**src/rtl/hdlc_rx_deframer.sv**
```systemverilog
// hdlc_rx_deframer: HDLC receive front end - flag/abort detection, zero destuffing,
// LSB-first octet assembly with frame start/end/abort/overflow reporting.
module hdlc_rx_deframer #(
  parameter int MAX_FRAME_BYTES = 128
) (
  input  logic       Clk,
  input  logic       Rst,
  input  logic       Rx,
  input  logic       Rx_Enable,
  output logic       Rx_FlagDetect,
  output logic       Rx_AbortDetect,
  output logic       Rx_ValidFrame,
  output logic       Rx_AbortSignal,
  output logic [7:0] Rx_Data,
  output logic       Rx_NewByte,
  output logic       Rx_EndOfFrame,
  output logic       Rx_FrameError,
  output logic       Rx_Overflow
);
  localparam int BW = $clog2(MAX_FRAME_BYTES + 1);
  typedef enum logic {IDLE, OPEN} state_t;
  state_t state_q, state_d;
  logic [7:0] shift_q, shift_d, byte_q, byte_d, data_q, data_d;
  logic [BW-1:0] cnt_q, cnt_d;
  logic [2:0] bits_q, bits_d, ones_q, ones_d, skip_q, skip_d;
  logic flag_q, flag_d, abd_q, abd_d, abs_q, abs_d, nb_q, nb_d, eof_q, eof_d, fe_q, fe_d, ovf_q, ovf_d;
  logic bit_out;

  always_comb begin
    shift_d = {shift_q[6:0], Rx};
    flag_d  = shift_q == 8'h7E;
    abd_d   = shift_d == 8'h7F;
    // the flag's first bit exits as it is recognised; skip covers the other seven
    skip_d  = flag_d ? 3'd7 : skip_q - {2'b0, skip_q != 3'd0};
    bit_out = shift_q[7];
    state_d = state_q;
    byte_d  = byte_q;
    data_d  = data_q;
    cnt_d   = cnt_q;
    bits_d  = bits_q;
    ones_d  = ones_q;
    ovf_d   = ovf_q;
    abs_d   = 1'b0;
    nb_d    = 1'b0;
    eof_d   = 1'b0;
    fe_d    = 1'b0;
    if (state_q == IDLE) begin
      state_d = (flag_q && Rx_Enable) ? OPEN : IDLE;
    end else if (abd_q) begin
      state_d = IDLE;
      abs_d   = 1'b1;
    end else if (!Rx_Enable) begin
      state_d = IDLE;
    end else if (flag_q) begin
      eof_d  = cnt_q != '0 || bits_q != 3'd0;
      fe_d   = bits_q != 3'd0;
      cnt_d  = '0;
      bits_d = 3'd0;
      ones_d = 3'd0;
      ovf_d  = 1'b0;
    end else if (skip_q == 3'd0 && !flag_d) begin
      if (ones_q == 3'd5 && !bit_out) begin
        ones_d = 3'd0;
      end else begin
        ones_d = bit_out ? ones_q + {2'b0, ones_q != 3'd7} : 3'd0;
        byte_d = {bit_out, byte_q[7:1]};
        bits_d = bits_q + 3'd1;
        if (bits_q == 3'd7) begin
          if (cnt_q == BW'(MAX_FRAME_BYTES)) begin
            ovf_d = 1'b1;
          end else begin
            data_d = byte_d;
            nb_d   = 1'b1;
            cnt_d  = cnt_q + 1'b1;
          end
        end
      end
    end
    if (state_d == IDLE) begin
      cnt_d  = '0;
      bits_d = 3'd0;
      ones_d = 3'd0;
      ovf_d  = 1'b0;
    end
  end

  always_ff @(posedge Clk or negedge Rst) begin
    if (!Rst) begin
      state_q <= IDLE;
      shift_q <= 8'hFF;
      byte_q  <= 8'h00;
      data_q  <= 8'h00;
      cnt_q   <= '0;
      bits_q  <= 3'd0;
      ones_q  <= 3'd0;
      skip_q  <= 3'd0;
      {flag_q, abd_q, abs_q, nb_q, eof_q, fe_q, ovf_q} <= '0;
    end else begin
      state_q <= state_d;
      shift_q <= shift_d;
      byte_q  <= byte_d;
      data_q  <= data_d;
      cnt_q   <= cnt_d;
      bits_q  <= bits_d;
      ones_q  <= ones_d;
      skip_q  <= skip_d;
      {flag_q, abd_q, abs_q, nb_q, eof_q, fe_q, ovf_q} <= {flag_d, abd_d, abs_d, nb_d, eof_d, fe_d, ovf_d};
    end
  end

  assign Rx_FlagDetect  = flag_q;
  assign Rx_AbortDetect = abd_q;
  assign Rx_ValidFrame  = state_q == OPEN;
  assign Rx_AbortSignal = abs_q;
  assign Rx_Data        = data_q;
  assign Rx_NewByte     = nb_q;
  assign Rx_EndOfFrame  = eof_q;
  assign Rx_FrameError  = fe_q;
  assign Rx_Overflow    = ovf_q;
endmodule

```
**config.mk**
```make
export PLATFORM = sky130hd
export DESIGN_NAME = hdlc_rx_deframer
export DESIGN_NICKNAME = d
export VERILOG_FILES = /design/src/rtl/hdlc_rx_deframer.sv
export SDC_FILE = /design/constraint.sdc
export NUM_CORES = 1
export LEC_CHECK = 0
export BUFFER_PORTS_ARGS = -buffer_cell sky130_fd_sc_hd__buf_2
export CAP_MARGIN = 10
export CORE_MARGIN = 2
export CORE_UTILIZATION = 25
export CTS_CLUSTER_DIAMETER = 150
export DETAILED_ROUTE_END_ITERATION = 6
export PLACE_DENSITY = 0.52
export SLEW_MARGIN = 0
export SYNTH_ARGS = -nofsm -noshare
export SYNTH_HDL_FRONTEND = slang
export SYNTH_SLANG_ARGS = --single-unit
```
**constraint.sdc**
```tcl
create_clock -name Clk -period 4.73 [get_ports Clk]
set_clock_uncertainty 0.1 [all_clocks]
set_input_delay 0.946 -clock Clk [delete_from_list [all_inputs] [get_ports Clk]]
set_output_delay 0.946 -clock Clk [all_outputs]
set_load 0.01 [all_outputs]
```
======== After elaboration in Yosys (flattened, before gate mapping) ========
Index checks and enable logic that the tools add are counted.
cells by class
  add/sub/neg operators ................... 4
  multipliers ............................. 0
  divide/modulo/power cells ............... 0
  $lt $le $gt $ge ......................... 0
  equality and inequality tests ........... 14
  shift-type cells ........................ 0
  muxes and demuxes ....................... 56
  bitwise logic cells ..................... 4
  reduce and logical (&&, ||, !) cells .... 16
operators with widths
  operator                                       number
  2-to-1 mux 8 bit                               9
  2-to-1 mux 3 bit                               16
  2-to-1 mux 1 bit                               31
  == test 8 x 7 -> 1 bit, second input constant  2
  AND reduction 7 bit                            2
  != test 3 x 1 -> 1 bit, second input constant  3
  != test 3 bit, second input constant           3
  adder 8 x 1 -> 8 bit, second input constant    1
  == test 8 bit, second input constant           1
  AND reduction 8 bit                            1
  nonzero test 8 bit                             1
  == test 3 bit, second input constant           2
  != test 2 bit, second input constant           3
  AND reduction 6 bit                            1
  nonzero test 3 bit                             2
  AND reduction 5 bit                            1
  NOT 1 bit                                      4
  AND reduction 4 bit                            1
  adder 3 x 1 -> 3 bit                           1
  adder 3 x 1 -> 3 bit, second input constant    1
  logical AND 1 bit                              3
  logical NOT 3 bit                              1
  subtractor 3 x 1 -> 3 bit                      1
  logical NOT 1 bit                              2
  logical OR 1 bit                               1
word-level totals
  register bits after elaboration ......... 49
  latch bits .............................. 0
  memory bits (writable) .................. 0
  ROM bits ................................ 0
  input port bits ......................... 4
  output and inout port bits .............. 16
  logic and storage cells ................. 109
  memories ................................ 0

======== Depth between registers and ports, before layout ========
Gate-level depths: netlist (run 1).
  word-level depth ........................ 10
  mapped depth ............................ 7
  gate-level depth less buffers ........... 7

======== Least setup slack after synthesis (run 1) ========
No wires, ideal clock.
  kind .................................... input port to flip-flop
  start ................................... input Rx_Enable
  end ..................................... register byte_q[1]
  library setup time ...................... 0.125 ns
  arrival time ............................ 2.042 ns
  required time ........................... 4.505 ns
  setup slack ............................. 2.463 ns
  stages .................................. 5
  path buffers ............................ 1
  cell sequence ........................... nand3b_4 > or2_4 > nor3_1 > buf_4 > mux2_2
between the ends
  word-level cells in the longest chain between the ends .. 1
RTL lines
  item                           RTL line  RTL
  from (decl)                    9         input logic Rx_Enable,
  AND reduction 6 bit (no line)  --
  to (signal assigned)           101       byte_q <= byte_d;
  to (decl)                      23        logic [7:0] shift_q, shift_d, byte_q, byte_d, data_q, data_d;
No other way between the ends.
A chain may end at the register's enable or synchronous reset.

======== Final worst setup path (run 1) ========
  start ................................... input Rx_Enable
  end ..................................... register data_q[3], in the netlist Rx_Data[3]
between the ends
  word-level cells in the longest chain between the ends .. 1
RTL lines
  item                           RTL line  RTL
  AND reduction 8 bit (no line)  --
  to (signal assigned)           102       data_q <= data_d;
  to (decl)                      23
No other way between the ends.

==> impl_metrics.py, run 1 <==
metrics = {
    "clock_network": {
        "cts_tree": "done",
        "clockBufferDepth": 2,
        "htree_levels": 2,
        "clkSlewWorstSetupHoldPaths_ns": 0.08,
        "post-cts-setup-buffers": 0,
        "ctsResizeCount": 0,
        "postCtsHoldBufs": 0,
        "cts_buffers": 5,
        "clkLatencyLatePin_ns": 0.30,
        "cts_root_buffer": "clkbuf_8",
        "clock-sinks": 48,
    },
    "grt": {
        "grt_max_degree": 49,
        "grt_pass1_wl_mm": 6.79,
        "grt_overflow": 0,
        "grt_pass1_vias": 1358,
        "antenna_found_initial": 0,
        "gr-usage-all-layers": 0.0887,
    },
    "final_layout": {
        "antenna_cells": 0,
        "area_growth_pct": 13.3,
        "final_cell_mix": "40 x dfrtp_1, 19 x buf_2, 18 x mux2_2",
        "final_nets": 208,
        "layout-drive-gt1-share": 0.338,
        "fill_cells": 906,
        "mostFrequentLayoutCell": "dfrtp_1",
    },
    "synthesis": {
        "yosys_warnings": 0,
        "yosys.area.top_type": "dfrtp_1",
        "synth.yosys.seq_area_share": 0.554,
        "synthArstFlopShare": 1.00,
        "synth_top_family_by_area": "simple AND/OR/NAND/NOR gates",
        "syn_nets": 185,
        "synthesis.area_per_instance_sq_um": 12.7,
        "synth.top_cell.area_share": 0.458,
        "synth_seq_cells": 48,
        "ys_top_cells_by_area": "dfrtp_1 46%, dfstp_2 9.6%, mux2_2 9.3%",
        "synth_edf_count": 0,
        "yosysUniqueCellTypes": 41,
        "synth-adder-area-share": 0.0515,
        "synth_simple_gate_area_frac": 0.196,
        "synth.area.mux_share": 0.0927,
        "syn_area_sq_mm": 0.00219,
        "synth_xor_xnor_area_share": 0.0120,
        "synthCells": 172,
        "synth_compound_area_frac": 0.0629,
        "synth_ff_type": "dfrtp_1",
    },
    "pwr": {
        "swShare": 0.242,
        "cellPowerDensity_mw_per_mm2": 305,
        "vdd_drop_max_uv": 129,
        "p_leak_nw": 1.21,
        "power.internal_uw": 572,
        "p_seq_frac": 0.596,
        "clock_power_share": 0.323,
        "combPwrFrac": 0.080,
        "power.switching_uw": 183,
    },
    "drt": {
        "drc": 0,
        "routed_via_density": 4.46,
        "vias": 1352,
        "first_iter_violations": 120,
        "wl_per_cell_microns": 12.9,
        "wl_mm": 3.91,
        "first_pass_iters": 4,
        "ant_nets": 0,
    },
    "setup_path": {
        "cp_max_fo": 13,
        "rrSetupSlack_ns": 2.59,
        "path_buf_inv": 1,
        "crit_chain": "buf_2, nand3b_4, or2_4, nor3_4, mux2_2",
        "worstSetupPathType": "in -> reg",
        "r2r_cells": 6,
        "slowest_delay_ns": 0.44,
        "critPathSlowestCell": "nor3_4",
        "startpoint_type": "input pin",
        "cp_data_arrival_time_ns": 2.30,
        "cp-end-kind": "register",
        "required_ns": 4.82,
        "cpLargestDelayFamily": "simple AND/OR/NAND/NOR gates",
        "r2r-end": "Rx_Data[3]",
        "r2r-start": "bits_q[0]",
    },
    "timing": {
        "slew_violations": 0,
        "timing.final.ws_setup_ns": 2.52,
        "fin_setup_tns_ns": 0,
        "rsz0062_at_grt": "no",
        "slew_headroom": 0.305,
        "max_freq_mhz": 452,
        "period_minus_slack_ns": 2.21,
        "hold_violations": 0,
        "max_slew.worst_pin.slew_ns": 1.04,
        "fin_crit_sh": 0.468,
        "setup_violations": 0,
    },
    "placement": {
        "hpwl_mm": 2.75,
        "io_buffers": 19,
        "dp_slack_ns": 2.16,
        "gp_congestion": 0.739,
    },
    "floorplanning": {
        "die_w_microns": 97.5,
        "die_y_microns": 97.5,
        "initial_utilization": 0.255,
        "dieArea_sq_mm": 0.00951,
        "core-area_sq_mm": 0.00859,
        "placementRows": 34,
        "pin_count": 20,
    },
    "hold_path": {
        "min_from": "shift_q[0]",
        "hold_path_end": "shift_q[1]",
        "worst_hold_path_type": "reg -> reg",
        "hold_depth": 0,
    },
    "outcome": {
        "outcome": "finished, final reports clean",
    },
    "run": {
        "drv_cap": 0,
    },
}
Yosys cell counts, drive strengths merged (4+ instances only):
cell   instances
inv            9
dfstp          8
ha             9
nand2         17
nor3           7
mux2          18
nor4           5
or2            4
o21ai          7
nor2           4
nand3          6
dfrtp         40
registers in the layout, indices dropped and copies added (netlist names):
name / flops
cnt_q: 8
Rx_EndOfFrame: 1
Rx_AbortDetect: 1
bits_q: 3
Rx_NewByte: 1
ones_q: 3
Rx_FrameError: 1
shift_q: 8
Rx_AbortSignal: 1
Rx_ValidFrame: 1
Rx_Overflow: 1
byte_q: 7
Rx_FlagDetect: 1
Rx_Data: 8
skip_q: 3
worst max-delay path by stage:
stage                         start    endpoint  slack [ns]  cells past startpoint
after floorplan           Rx_Enable   byte_q[1]        2.46                      5
after global placement    Rx_Enable  Rx_Data[0]        2.19                      5
after detailed placement  Rx_Enable  Rx_Data[3]        2.16                      5
after CTS                 Rx_Enable  Rx_Data[3]        2.48                      5
after global routing      Rx_Enable  Rx_Data[3]        2.44                      5
final                     Rx_Enable  Rx_Data[3]        2.52                      5
per-stage QoR:
| step | utilization | total power [mW] | hold slack [ns] | cell area [sq um] | std cells |
|---|---|---|---|---|---|
| 5_1_grt | 0.288 | 0.801 | 0.283 | 2480 | 303 |
| 2_1_floorplan | - | 0.499 | 0.258 | 2190 | 172 |
| 6_report | 0.288 | 0.755 | 0.273 | 2480 | 303 |
| 3_5_place_dp | 0.278 | 0.522 | 0.264 | 2390 | 296 |
| 3_3_place_gp | 0.278 | 0.519 | 0.263 | 2390 | 296 |
| 4_1_cts | 0.288 | 0.769 | 0.275 | 2480 | 303 |
final cells by class:
| type | count | area [sq um] | share of cell area |
|---|---|---|---|
| sequential | 48 | 1210 | 0.489 |
| multi-input combinational | 111 | 908 | 0.367 |
| tap | 108 | 135 | 0.0545 |
| timing repair buffer | 20 | 103 | 0.0414 |
| clock buffer | 6 | 82.6 | 0.0333 |
| inverter | 9 | 33.8 | 0.0136 |
| clock inverter | 1 | 3.75 | 0.00152 |
metal layers:
layer	global-route usage	share of wire
met4	0.0353	0.019
met1	0.122	0.50
met2	0.134	0.46
met5	0	0
met3	0.0230	0.023
power groups by stage:
| stage | Sequential (mW) | Combinational [mW] | Clock, mW |
|---|---|---|---|
| final | 0.450 | 0.0608 | 0.244 |
| after global routing | 0.454 | 0.0768 | 0.271 |
| after CTS | 0.451 | 0.0632 | 0.255 |
| after detailed placement | 0.458 | 0.0638 | 0 |
| after global placement | 0.459 | 0.0605 | 0 |
| after floorplan | 0.456 | 0.0436 | 0 |
logic make-up after synthesis:
| family | Yosys count |
|---|---|
| buffers and inverters | 13 |
| adders and majority gates | 9 |
| xor gates and xnor gates | 3 |
| muxes | 18 |
| and+or+nand+nor | 63 |
| DFF | 48 |
| AOI/OAI and AO/OA | 18 |
(Power assumes the default switching activity.)
==> inputs of run 2 (changes only) <==
--- a/config.mk
+++ b/config.mk
@@ -11,7 +11,7 @@
 export CORE_UTILIZATION = 25
 export CTS_CLUSTER_DIAMETER = 150
 export DETAILED_ROUTE_END_ITERATION = 6
-export PLACE_DENSITY = 0.52
+export PLACE_DENSITY = 0.54
 export SLEW_MARGIN = 0
 export SYNTH_ARGS = -nofsm -noshare
 export SYNTH_HDL_FRONTEND = slang
==> constraint.sdc (replaced) <==
create_clock -name Clk -period 1.8 [get_ports Clk]
set_clock_uncertainty 0.1 [all_clocks]
set_input_delay 0.36 -clock Clk [delete_from_list [all_inputs] [get_ports Clk]]
set_output_delay 0.36 -clock Clk [all_outputs]
set_load 0.01 [all_outputs]
==> run 2 against run 1 <==
Effect of this change:
- the flow now finishes with violations (setup timing)
- combinational power rose to 4.4 times the previous value
- power grew to 2.9 times the previous value
- count of clock-buffer cells in the layout unchanged
- final cell count increased by 15%
==> impl_metrics.py, run 2 (same netlist as run 1, synthesis figures left out) <==
metrics = {
    "hold_path": {
        "worst_hold_path_type": "in -> reg",
        "hold_depth": 1,
        "min_from": "Rx",
    },
    "setup_path": {
        "r2r_cells": 7,
        "startpoint_type": "register",
        "required_ns": 1.94,
        "slowest_delay_ns": 0.48,
        "rrSetupSlack_ns": -0.09,
        "r2r-start": "bits_q[1]",
        "cp.depth": 7,
        "cpLargestDelayFamily": "simple AND/OR/NAND/NOR gates",
        "cp_max_fo": 3,
        "critPathLaunch": "bits_q[1]",
        "crit_chain": "ha_1, ha_2, nand2_2, or2_4, buf_4, or4b_4, nand3_2",
        "cp_data_arrival_time_ns": 2.03,
        "worstSetupPathType": "reg -> reg",
        "cp-end-kind": "register",
        "path_buf_inv": 1,
        "critPathSlowestCell": "or4b_4",
    },
    "timing": {
        "rsz0062_at_grt": "yes",
        "fin_crit_sh": 1.05,
        "max_slew.worst_pin.slew_ns": 0.403,
        "slew_violations": 0,
        "period_minus_slack_ns": 1.89,
        "slew_headroom": 0.731,
        "timing.final.ws_setup_ns": -0.0949,
        "setup_violations": 9,
        "max_freq_mhz": 528,
        "hold_violations": 0,
        "fin_setup_tns_ns": -0.719,
    },
    "clock_network": {
        "clkLatencyLatePin_ns": 0.30,
        "cts_tree": "done",
        "htree_levels": 2,
        "clkSlewWorstSetupHoldPaths_ns": 0.09,
        "cts_root_buffer": "clkbuf_8",
        "clock-sinks": 48,
        "clockBufferDepth": 2,
        "cts_buffers": 5,
    },
    "grt": {
        "grt_pass1_wl_mm": 7.58,
        "grt_max_degree": 33,
        "gr-usage-all-layers": 0.0962,
        "grt_overflow": 0,
        "grt_pass1_vias": 1593,
        "antenna_found_initial": 0,
    },
    "placement": {
        "hpwl_mm": 3.14,
        "gp_congestion": 0.786,
        "io_buffers": 19,
        "dp_slack_ns": -0.0881,
    },
    "drt": {
        "wl_mm": 4.38,
        "drc": 0,
        "ant_nets": 0,
        "vias": 1562,
        "routed_via_density": 4.50,
        "first_iter_violations": 99,
        "wl_per_cell_microns": 12.6,
        "first_pass_iters": 4,
    },
    "pwr": {
        "p_leak_nw": 1.48,
        "vdd_drop_max_uv": 310,
        "cellPowerDensity_mw_per_mm2": 758,
    },
    "floorplanning": {
        "die_w_microns": 97.5,
        "core-area_sq_mm": 0.00859,
        "dieArea_sq_mm": 0.00951,
        "initial_utilization": 0.255,
        "placementRows": 34,
        "pin_count": 20,
        "die_y_microns": 97.5,
    },
    "final_layout": {
        "mostFrequentLayoutCell": "dfrtp_1",
        "antenna_cells": 0,
        "final_nets": 251,
        "final_cell_mix": "40 x dfrtp_1, 39 x buf_4, 19 x buf_2",
        "layout-drive-gt1-share": 0.502,
        "area_growth_pct": 33.5,
    },
    "outcome": {
        "outcome": "complete, but fails checks",
        "violations": "setup timing",
    },
    "run": {
        "drv_cap": 0,
    },
}
-- run 2: changes by cell type in the layout (fill, tap and decap cells not counted), moves of 2 or more --
cell / change
buf_4: +38
buf_6: +2
ha_2: +3
nor3_1: -2
nor4_1: -2
ha_1: -3
nor3_2: +2
buf_12: +2
-- run 2: through the flow --
stage	cells	area, sq um	hold slack (ns)	total power, mW	util
after floorplan	172	2190	-0.0356	1.31	-
after global placement	332	2690	0.214	1.40	0.313
after detailed placement	332	2690	0.223	1.41	0.313
after CTS	341	2830	0.0468	2.20	0.329
after global routing	347	2920	0.0460	2.33	0.340
final	347	2920	0.0674	2.21	0.340
-- run 2: report_power, final --
group          leakage (nW)  switching, mW  internal, mW
Clock                0.0552          0.348         0.412
Sequential            0.636         0.0478          1.13
Combinational         0.785          0.121         0.150
-- run 2: area by class of cell --
cell class	count	area [sq um]
fillers	888	5670
flip-flops and latches	48	1210
multi-input cells	111	972
repair buffers	63	460
well taps	108	135
clock buffers	6	72.6
clock inverters	2	35.0
inverters	9	33.8
-- run 2: what timing repair did --
| action | in CTS | in global routing |
|---|---|---|
| setup buffers | 0 | 6 |
| resized for setup | 4 | 13 |
| cloned | 0 | 0 |
| pin swaps | 0 | 7 |
| endpoints found under the hold margin | 8 | 0 |
| setup endpoints to repair | 19 | 26 |
| hold buffers | 1 | 0 |
-- run 2: path summary, 6_finish.rpt --
path / endpoint
setup / recovery: cnt_q[7]
hold / removal: shift_q[0]
setup reg to reg: cnt_q[7]
hold reg to reg: shift_q[2]
max in group asynchronous: ones_q[1]
min in group asynchronous: Rx_FrameError
-- run 2: metal layers --
metal  track usage  wire, microns  part of all wire  vias to the layer above
met4        0.0406             73             0.017                        0
met1         0.124           2070              0.47                      787
li1              -              -                 -                      750
met5             0              0                 0                        -
met2         0.155           2120              0.48                       19
met3        0.0216            110             0.025                        6
-- run 2: worst register-to-register path: stages (launching register included) --
cell	delay [ns]
dfrtp_1	0.37
ha_1	0.16
ha_2	0.19
nand2_2	0.05
or2_4	0.27
buf_4	0.14
or4b_4	0.48
nand3_2	0.08
==> inputs of run 3 (changes only) <==
--- a/config.mk
+++ b/config.mk
@@ -9,6 +9,7 @@
 export CAP_MARGIN = 10
 export CORE_MARGIN = 2
 export CORE_UTILIZATION = 25
+export CTS_BUF_LIST = sky130_fd_sc_hd__clkbuf_2
 export CTS_CLUSTER_DIAMETER = 150
 export DETAILED_ROUTE_END_ITERATION = 6
 export PLACE_DENSITY = 0.54
==> run 3 against run 2 <==
Effect of this change:
- the flow still finishes with violations (setup timing)
- via count up 2.9%
- design area up 1.9%
- non-clock buffer count up 6
- final cell count up 1.7%
- critical endpoint is now ones_q[0]
- highest routed layer unchanged
==> impl_metrics.py, run 3 (same netlist as run 1, synthesis figures left out) <==
metrics = {
    "outcome": {
        "outcome": "complete, but fails checks",
        "violations": "setup timing",
    },
    "placement": {
        "hpwl_mm": 3.14,
        "io_buffers": 19,
        "dpl_cell_area_sq_mm": 0.00269,
        "dp.cells": 332,
        "gp_congestion": 0.786,
    },
    "setup_path": {
        "cp_data_arrival_time_ns": 2.15,
        "cp.depth": 6,
        "endpoint": "ones_q[0]",
        "slowest_delay_ns": 0.61,
        "cp-end-kind": "register",
        "r2r-end": "ones_q[0]",
        "r2r-start": "shift_q[5]",
        "r2r_cells": 6,
        "critPathSlowestCell": "dfstp_2",
        "required_ns": 2.03,
        "cpLargestDelayFamily": "flip-flops",
        "startpoint_type": "register",
        "crit_chain": "nand4b_4, buf_6, or2_4, a21o_1, and2_4, mux2_4",
        "path_buf_inv": 1,
        "worstSetupPathType": "reg -> reg",
        "cp_max_fo": 3,
        "critPathLaunch": "shift_q[5]",
        "rrSetupSlack_ns": -0.12,
    },
    "pwr": {
        "power.internal_mw": 1.52,
        "swShare": 0.252,
        "combPwrFrac": 0.127,
        "p_seq_frac": 0.587,
        "power.switching_uw": 510,
        "vdd_drop_max_uv": 309,
        "cellPowerDensity_mw_per_mm2": 680,
        "p_leak_nw": 1.49,
        "clock_power_share": 0.286,
    },
    "drt": {
        "wl_per_cell_microns": 12.7,
        "first_pass_iters": 7,
        "drc": 0,
        "met2_length_mm": 2.25,
        "vias": 1608,
        "wl_mm": 4.50,
        "ant_nets": 0,
        "routed_via_density": 4.56,
        "route.met3.wl_microns": 152,
        "first_iter_violations": 71,
        "highest_layer": "met4",
        "drt-met1-wl_mm": 2.01,
    },
    "grt": {
        "grt_overflow": 0,
        "antenna_found_initial": 0,
        "gr-usage-all-layers": 0.0994,
        "grt_pass1_wl_mm": 7.82,
        "grt_pass1_vias": 1654,
        "grt_max_degree": 33,
    },
    "floorplanning": {
        "core-area_sq_mm": 0.00859,
        "die_y_microns": 97.5,
        "dieArea_sq_mm": 0.00951,
        "placementRows": 34,
        "pin_count": 20,
        "initial_utilization": 0.255,
        "die_w_microns": 97.5,
    },
    "timing": {
        "max_slew.worst_pin.slew_ns": 0.402,
        "setup_violations": 12,
        "period_minus_slack_ns": 1.92,
        "slew_violations": 0,
        "rsz0062_at_grt": "yes",
        "hold_violations": 0,
        "max_freq_mhz": 521,
        "timing.final.ws_setup_ns": -0.118,
        "fin_crit_sh": 1.07,
        "slew_headroom": 0.732,
        "whs_ns": 0.196,
    },
    "clock_network": {
        "htree_levels": 2,
        "clock-sinks": 48,
        "cts_buffers": 5,
        "cts_tree": "done",
        "clockBufferDepth": 2,
        "clkLatencyLatePin_ns": 0.42,
        "clkSlewWorstSetupHoldPaths_ns": 0.23,
        "cts_root_buffer": "clkbuf_2",
    },
    "final_layout": {
        "fin_cells": 353,
        "fin_area_sq_mm": 0.00298,
        "final_cell_mix": "40 x dfrtp_1, 40 x buf_4, 19 x buf_2",
        "final_nets": 257,
        "fill_cells": 882,
        "antenna_cells": 0,
        "area_growth_pct": 36.1,
        "layout-drive-gt1-share": 0.527,
    },
    "run": {
        "drv_cap": 0,
    },
    "hold_path": {
        "worst_hold_path_type": "in -> reg",
    },
}
==> run 3: stage by stage <==
| step | setup TNS [ns] | setup WS (ns) | util | total power, mW |
|---|---|---|---|---|
| 4_1_cts | -0.847 | -0.103 | 0.334 | 2.02 |
| 3_5_place_dp | -0.718 | -0.0881 | 0.313 | 1.41 |
| 2_1_floorplan | -0.597 | -0.0644 | - | 1.31 |
| 3_3_place_gp | -0.661 | -0.0687 | 0.313 | 1.40 |
| 5_1_grt | -2.32 | -0.179 | 0.346 | 2.13 |
| 6_report | -0.892 | -0.118 | 0.346 | 2.03 |
==> run 3: cell type report <==
type | count | area, sq um | share of cell area
clock buffer | 6 | 30.0 | 0.0101
clock inverter | 2 | 35.0 | 0.0118
inverter | 9 | 33.8 | 0.0113
multi-input combinational | 111 | 1010 | 0.339
sequential | 48 | 1210 | 0.407
tap | 108 | 135 | 0.0454
timing repair buffer | 69 | 523 | 0.176
==> run 3: repair_timing <==
action | CTS | global route
pin swaps | 7 | 8
buffers inserted | 7 | 4
gates cloned | 0 | 0
hold endpoints to repair | 9 | 0
hold buffers | 2 | 0
endpoints found under the setup margin | 20 | 28
resized for setup | 8 | 19
==> run 3: worst min-delay path: stages <==
cell and delay (ns):
buf_2 0.12, nand3b_4 0.07, buf_4 0.11, nor3b_1 0.04
==> run 3: routing by layer <==
| metal | vias up | track usage |
|---|---|---|
| met1 | 805 | 0.126 |
| met3 | 8 | 0.0223 |
| met2 | 33 | 0.162 |
| li1 | 762 | - |
| met5 | - | 0 |
| met4 | 0 | 0.0438 |
==> run 3: worst min-delay path by stage <==
stage               from             end  slack [ns]  cells past startpoint
6_report       Rx_Enable   Rx_FrameError        0.20                      4
3_5_place_dp         Rst   Rx_FrameError        0.22                      1
3_3_place_gp         Rst   Rx_FrameError        0.21                      1
2_1_floorplan        Rst  Rx_AbortDetect       -0.04                      0
4_1_cts        Rx_Enable   Rx_FrameError        0.15                      4
5_1_grt        Rx_Enable   Rx_FrameError        0.18                      4
==> run 3: power groups by stage <==
stage                     clock, mW  sequential, mW  combinational [mW]
final                         0.579            1.19               0.258
after global routing          0.636            1.20               0.300
after CTS                     0.620            1.19               0.218
after detailed placement          0            1.20               0.204
after global placement            0            1.20               0.199
after floorplan                   0            1.20               0.115
